File: src/rtl/fab_local_endpoint_pkg.sv
// Shared types for the tile local-port endpoint: transaction/id/ready structs,
// injection direction and FSM state enums, and the XY routing helpers.
package fab_local_endpoint_pkg;

    typedef struct packed {
        logic [3:0] x;
        logic [3:0] y;
    } t_tile_id;

    typedef struct packed {
        logic [31:0] address;
        logic [31:0] data;
    } t_tile_trans;

    typedef struct packed {
        logic north_arb;
        logic east_arb;
        logic south_arb;
        logic west_arb;
        logic local_arb;
    } t_fab_ready;

    typedef enum logic [2:0] {
        EP_NORTH,
        EP_EAST,
        EP_SOUTH,
        EP_WEST,
        EP_LOCAL
    } t_ep_dir;

    typedef enum logic {
        EP_IDLE,
        EP_SEND
    } t_ep_state;

    // X is resolved before Y, so a packet never turns back from Y into X.
    function automatic t_ep_dir xy_dir(t_tile_id local_id, t_tile_id target);
        t_ep_dir dir;
        if (target.x > local_id.x) begin
            dir = EP_EAST;
        end else if (target.x < local_id.x) begin
            dir = EP_WEST;
        end else if (target.y > local_id.y) begin
            dir = EP_SOUTH;
        end else if (target.y < local_id.y) begin
            dir = EP_NORTH;
        end else begin
            dir = EP_LOCAL;
        end
        return dir;
    endfunction

    function automatic logic arb_ready(t_fab_ready rdy, t_ep_dir dir);
        logic r;
        case (dir)
            EP_NORTH: r = rdy.north_arb;
            EP_EAST:  r = rdy.east_arb;
            EP_SOUTH: r = rdy.south_arb;
            EP_WEST:  r = rdy.west_arb;
            default:  r = rdy.local_arb;
        endcase
        return r;
    endfunction

endpackage

File: src/rtl/fab_local_endpoint_fifo.sv
// fab_ep_fifo: registered-storage FIFO of t_tile_trans with empty flag and
// occupancy count; the head entry is readable in the same cycle (no fall-through).
module fab_ep_fifo
    import fab_local_endpoint_pkg::*;
#(
    parameter int unsigned DEPTH = 4,
    localparam int unsigned PTR_W = $clog2(DEPTH),
    localparam int unsigned CNT_W = PTR_W + 1
) (
    input  logic              clk,
    input  logic              rst_n,
    input  logic              push,
    input  t_tile_trans       wdata,
    input  logic              pop,
    output t_tile_trans       rdata,
    output logic              empty,
    output logic [CNT_W-1:0]  count
);

    logic [PTR_W-1:0] wr_ptr_q, wr_ptr_d;
    logic [PTR_W-1:0] rd_ptr_q, rd_ptr_d;
    logic [CNT_W-1:0] count_q, count_d;
    t_tile_trans      mem_q [DEPTH];
    t_tile_trans      mem_d [DEPTH];
    logic             full;
    logic             do_push;
    logic             do_pop;

    assign full    = (count_q == CNT_W'(DEPTH));
    assign empty   = (count_q == '0);
    assign do_push = push && !full;
    assign do_pop  = pop && !empty;
    assign count   = count_q;
    assign rdata   = mem_q[rd_ptr_q];

    always_comb begin
        mem_d    = mem_q;
        wr_ptr_d = wr_ptr_q;
        rd_ptr_d = rd_ptr_q;
        if (do_push) begin
            mem_d[wr_ptr_q] = wdata;
            wr_ptr_d        = wr_ptr_q + PTR_W'(1);
        end
        if (do_pop) begin
            rd_ptr_d = rd_ptr_q + PTR_W'(1);
        end
        count_d = count_q + CNT_W'(do_push) - CNT_W'(do_pop);
    end

    always_ff @(posedge clk or negedge rst_n) begin
        if (!rst_n) begin
            wr_ptr_q <= '0;
            rd_ptr_q <= '0;
            count_q  <= '0;
            for (int unsigned i = 0; i < DEPTH; i++) begin
                mem_q[i] <= '0;
            end
        end else begin
            wr_ptr_q <= wr_ptr_d;
            rd_ptr_q <= rd_ptr_d;
            count_q  <= count_d;
            mem_q    <= mem_d;
        end
    end

endmodule

File: src/rtl/fab_local_endpoint.sv
// Tile local-port endpoint: XY-routed inject path with one hold register, and
// an eject FIFO toward the core. Optional macro FAB_EP_LOOPBACK_EN short-circuits
// LOCAL-bound transactions straight into the eject FIFO.
module fab_local_endpoint
    import fab_local_endpoint_pkg::*;
#(
    parameter int unsigned EJECT_DEPTH = 4,
    parameter int unsigned TILE_ID_MSB = 31
) (
    input  logic        clk,
    input  logic        rst,
    input  t_tile_id    local_tile_id,
    input  logic        core_req_valid,
    input  t_tile_trans core_req,
    output logic        core_req_ready,
    output logic        ep_req_valid,
    output t_tile_trans ep_req,
    input  t_fab_ready  router_ready,
    input  logic        router_rsp_valid,
    input  t_tile_trans router_rsp,
    output t_fab_ready  ep_ready,
    output logic        core_rsp_valid,
    output t_tile_trans core_rsp,
    input  logic        core_rsp_ready,
    output logic        eject_overflow
);

    localparam int unsigned CNT_W = $clog2(EJECT_DEPTH) + 1;

    t_ep_state        state_q, state_d;
    t_tile_trans      hold_q, hold_d;
    t_ep_dir          dir_q, dir_d;
    logic             overflow_q, overflow_d;

    logic [7:0]       req_tid;
    logic             fire;
    logic             req_ready_int;
    logic             send_valid;
    logic             lb_fire;

    logic [CNT_W-1:0] eject_count;
    logic             eject_empty;
    logic             eject_full;
    logic             push;
    t_tile_trans      push_data;
    logic             pop;

    assign req_tid    = core_req.address[TILE_ID_MSB -: 8];
    assign eject_full = (eject_count == CNT_W'(EJECT_DEPTH));

    always_comb begin
        state_d       = state_q;
        hold_d        = hold_q;
        dir_d         = dir_q;
        fire          = 1'b0;
        req_ready_int = 1'b0;
        send_valid    = 1'b0;
        lb_fire       = 1'b0;
        case (state_q)
            EP_IDLE: begin
                req_ready_int = 1'b1;
                if (core_req_valid) begin
                    hold_d  = core_req;
                    dir_d   = xy_dir(local_tile_id, t_tile_id'(req_tid));
                    state_d = EP_SEND;
                end
            end
            EP_SEND: begin
`ifdef FAB_EP_LOOPBACK_EN
                // A router delivery owns the FIFO write port that cycle.
                if (dir_q == EP_LOCAL) begin
                    fire    = !eject_full && !router_rsp_valid;
                    lb_fire = fire;
                end else begin
                    fire       = arb_ready(router_ready, dir_q);
                    send_valid = 1'b1;
                end
`else
                fire       = arb_ready(router_ready, dir_q);
                send_valid = 1'b1;
`endif
                req_ready_int = fire;
                if (fire) begin
                    if (core_req_valid) begin
                        hold_d = core_req;
                        dir_d  = xy_dir(local_tile_id, t_tile_id'(req_tid));
                    end else begin
                        state_d = EP_IDLE;
                    end
                end
            end
            default: state_d = EP_IDLE;
        endcase
    end

    always_comb begin
        push       = (router_rsp_valid && !eject_full) || lb_fire;
        push_data  = lb_fire ? hold_q : router_rsp;
        overflow_d = overflow_q || (router_rsp_valid && eject_full);
        pop        = core_rsp_valid && core_rsp_ready;
    end

    always_ff @(posedge clk or negedge rst) begin
        if (!rst) begin
            state_q    <= EP_IDLE;
            hold_q     <= '0;
            dir_q      <= EP_NORTH;
            overflow_q <= 1'b0;
        end else begin
            state_q    <= state_d;
            hold_q     <= hold_d;
            dir_q      <= dir_d;
            overflow_q <= overflow_d;
        end
    end

    fab_ep_fifo #(
        .DEPTH (EJECT_DEPTH)
    ) u_eject_fifo (
        .clk   (clk),
        .rst_n (rst),
        .push  (push),
        .wdata (push_data),
        .pop   (pop),
        .rdata (core_rsp),
        .empty (eject_empty),
        .count (eject_count)
    );

    // Ready outputs are held low for the whole reset window, even though the
    // idle state and empty FIFO would otherwise advertise space.
    assign core_req_ready = req_ready_int && rst;
    assign ep_ready       = t_fab_ready'({5{!eject_full && rst}});
    assign ep_req_valid   = send_valid;
    assign ep_req         = hold_q;
    assign core_rsp_valid = !eject_empty;
    assign eject_overflow = overflow_q;

endmodule

File: config.mk
export PLATFORM = sky130hd
export DESIGN_NAME = fab_local_endpoint
export DESIGN_NICKNAME = d
export VERILOG_FILES = /design/src/rtl/fab_local_endpoint_pkg.sv /design/src/rtl/fab_local_endpoint_fifo.sv /design/src/rtl/fab_local_endpoint.sv
export SDC_FILE = /design/constraint.sdc
export NUM_CORES = 1
export LEC_CHECK = 0
export CORE_ASPECT_RATIO = 0.7
export CORE_MARGIN = 10
export CORE_UTILIZATION = 56
export DETAILED_ROUTE_END_ITERATION = 6
export PLACE_DENSITY = 0.88
export REMOVE_ABC_BUFFERS = 1
export SLEW_MARGIN = 20
export SYNTH_ARGS = -nofsm -noshare
export SYNTH_HDL_FRONTEND = slang
export SYNTH_SLANG_ARGS = --single-unit
File: constraint.sdc
create_clock -name clk -period 4.2 [get_ports clk]
set_input_delay 0.84 -clock clk [delete_from_list [all_inputs] [get_ports clk]]
set_output_delay 0.84 -clock clk [all_outputs]
set_load 0.01 [all_outputs]
==> results.json <==
{
  "cts-buffers-inserted": 34,
  "ys_ff_latch": 332,
  "async_reset_ff_frac": 1.000,
  "cap_viol_max_count": 0,
  "drive_gt1_frac": 0.3826,
  "power_density_nw_per_um2": 859.5,
  "rsz0062_at_grt": "false",
  "fin_skew_ps": 10.74,
  "grt_pass1_vias": 9358,
  "ys_seq_area_frac": 0.5760,
  "p_leak_nw": 7.984,
  "routed-via-count": 8321,
  "viasPerCell": 5.619,
  "grt_overflow": 0,
  "globalRouteTotalUtil": 0.2068,
  "initial_core_util": 0.5655,
  "cts_setup_buffers": 0,
  "final_antenna_net_count": 0,
  "clockRootBuffer": "clkbuf_16",
  "drc": 0,
  "finalCriticalPeriod_ps": 3626,
  "fmax_mhz": 275.7,
  "nFillCells": 1536,
  "diodes": 0,
  "cts_resized": 0,
  "grt_max_degree": 169,
  "die-width_um": 211.8,
  "hold_violations": 0,
  "cp.depth": 3,
  "ys_top_cells_by_area": "dfrtp_1, mux2_2, mux4_2",
  "crit_arrival_ps": 2790,
  "synth.most_common_cell": "dfrtp_1",
  "syn-cell-area_um2": 14420,
  "avgSynthCellArea_um2": 17.03,
  "grt_pass1_wl_mm": 53.94,
  "crit_family": "buffers and inverters",
  "clock-sinks": 332,
  "antenna_found_initial": 0,
  "gp_congestion": 0.7726,
  "crit_buf_inv": 2,
  "io_pins": 283,
  "dp_hpwl_mm": 22.34,
  "num_rows": 49,
  "status": "finished, final reports clean",
  "dieHeight_um": 154.3,
  "end_kind": "output port",
  "min_period_over_period": 0.8634,
  "critPathLaunchType": "register",
  "drt-initial-drc-count": 425,
  "rr_worst_depth": 5,
  "syn2layout_area_growth_pct": 29.29,
  "fin_ws_ps": 573.5,
  "max_stage_delay_ps": 730,
  "vdd_drop_max_uv": 566.4,
  "crit_fanout": 22,
  "cts_hold_buf": 0,
  "setup_tns_ps": 0,
  "setup_viol": 0,
  "h-tree-depth": 2,
  "portBuffers": 282,
  "worst_pin_slew_ps": 1071,
  "required_ps": 3360,
  "insertion_delay_ps": 490,
  "relSlewSlack": 0.2863,
  "hold-worst-slack_ps": 196.5,
  "hp-class": "in2async",
  "cts_max_path_buffers": 3,
  "synth_edf_count": 0,
  "synth_ff_type": "dfrtp_1",
  "firstDrtPassIters": 4,
  "drv_slew": 0,
  "cts_tree": "done",
  "syn-instance-count": 847,
  "core_um2": 25500,
  "pre_cts_ws_ps": 935.2,
  "wl_per_cell_um": 22.60,
  "routed_wl_mm": 33.48,
  "cp_cell_sequence": "buf_4 -> mux4_2 -> clkdlybuf4s50_1",
  "synth_area_leader_cell": "dfrtp_1",
  "clk_pin_slew_ps": 60,
  "ys_warn_count": 0,
  "yosysUniqueCellTypes": 37,
  "crit_type": "reg2out",
  "die_area_um2": 32680,
  "synthTopCellsByCount": "dfrtp_1, mux2_2, mux4_2",
  "synth_top_cell_area_share": 0.5760,
  "nNetsFinal": 1286,
  "worst_path_max_delay_cell": "dfrtp_4"
}
==> layout make-up <==
| type | count | area (um^2) | share of cell area |
|---|---|---|---|
| flip-flops and latches | 332 | 8313 | 0.4458 |
| repair buffers | 292 | 2953 | 0.1583 |
| clock buffers | 49 | 1071 | 0.05743 |
| inverters | 16 | 60.06 | 0.003221 |
| multi-input cells | 449 | 5720 | 0.3068 |
| well taps | 331 | 414.1 | 0.02221 |
| clock inverters | 12 | 116.4 | 0.006240 |
==> cells by family after synthesis <==
logic type	count (synthesis)	synth area share
multiplexers	384	0.3590
flip-flops	332	0.5760
buffers and inverters	66	0.02793
AO/OA/AOI/OAI	23	0.01067
AND/OR/NAND/NOR	22	0.009889
adder cells (fa/ha/maj)	15	0.01353
XOR/XNOR	5	0.003036
==> metal layers <==
layer | track usage | wire (um) | up-vias
met3 | 0.05411 | 1937 | 40
li1 | - | - | 3680
met5 | 0 | 0 | -
met2 | 0.3404 | 16510 | 187
met1 | 0.2737 | 14520 | 4414
met4 | 0.03892 | 510 | 0
==> sequential cells by signal, indices dropped and copies added (netlist names) <==
register	cells
dir_q	3
eject_overflow	1
ep_req	64
state_q	1
u_eject_fifo.count	3
u_eject_fifo.mem_q	256
u_eject_fifo.rd_ptr_q	2
u_eject_fifo.wr_ptr_q	2
==> power by group <==
group / leakage, nW / total (W) / switching [W] / internal, W
Combinational: 3.47 / 0.00715 / 0.00269 / 0.00446
Clock: 0.594 / 0.00313 / 0.00123 / 0.00190
Sequential: 3.92 / 0.00575 / 0.000901 / 0.00485
Total: 7.98 / 0.0160 / 0.00482 / 0.0112
==> path summary, 6_finish.rpt <==
path / from / end / slack, ps
setup / recovery: u_eject_fifo.rd_ptr_q[0]$_DFFE_PN0P_ / core_rsp[28] / 570
max in group asynchronous: rst / u_eject_fifo.mem_q[117]$_DFFE_PN0P_ / 2030
hold / removal: rst / ep_req[21]$_DFFE_PN0P_ / 200
hold reg to reg: eject_overflow$_DFF_PN0_ / eject_overflow$_DFF_PN0_ / 450
min in group clk: eject_overflow$_DFF_PN0_ / eject_overflow$_DFF_PN0_ / 450
setup reg to reg: u_eject_fifo.count[1]$_DFF_PN0_ / u_eject_fifo.mem_q[43]$_DFFE_PN0P_ / 1640
==> worst register-to-register path: stages, from the launching register on <==
cell     delay (ps)
dfrtp_1         440
nor3b_1         410
nor2b_1         110
buf_4           210
nand2_4         780
mux2_2          480
==> through the flow <==
stage                     instance area (um^2)  std cells    util  power (W)
after global placement                   17460       1420  0.6846    0.01270
after detailed placement                 17460       1420  0.6846    0.01298
after CTS                                18650       1481  0.7312    0.01622
final                                    18650       1481  0.7312    0.01603
after floorplan                          14080        797       -   0.009735
after global routing                     18650       1481  0.7312    0.01694
==> cell usage in the layout, fill, tap and decap left out, types with 2 or more instances in the layout <==
cell type / synthesis / final
dfrtp_1: 332 / 330
clkdlybuf4s50_1: 0 / 281
mux2_2: 261 / 261
mux4_2: 64 / 64
clkbuf_16: 0 / 37
mux2_4: 36 / 36
mux2_1: 21 / 21
inv_1: 16 / 16
ha_1: 14 / 14
clkbuf_8: 0 / 10
o21ai_0: 8 / 8
clkinv_2: 0 / 8
buf_4: 29 / 6
nand2_4: 4 / 5
nand2_1: 6 / 5
a21oi_1: 5 / 5
xnor2_1: 4 / 4
buf_12: 0 / 4
nor2b_1: 3 / 3
nand2b_1: 2 / 2
a21o_1: 2 / 2
and2_1: 2 / 2
mux2i_1: 2 / 2
bufinv_16: 0 / 2
clkbuf_1: 5 / 2
Power figures use the tool's default switching activity.
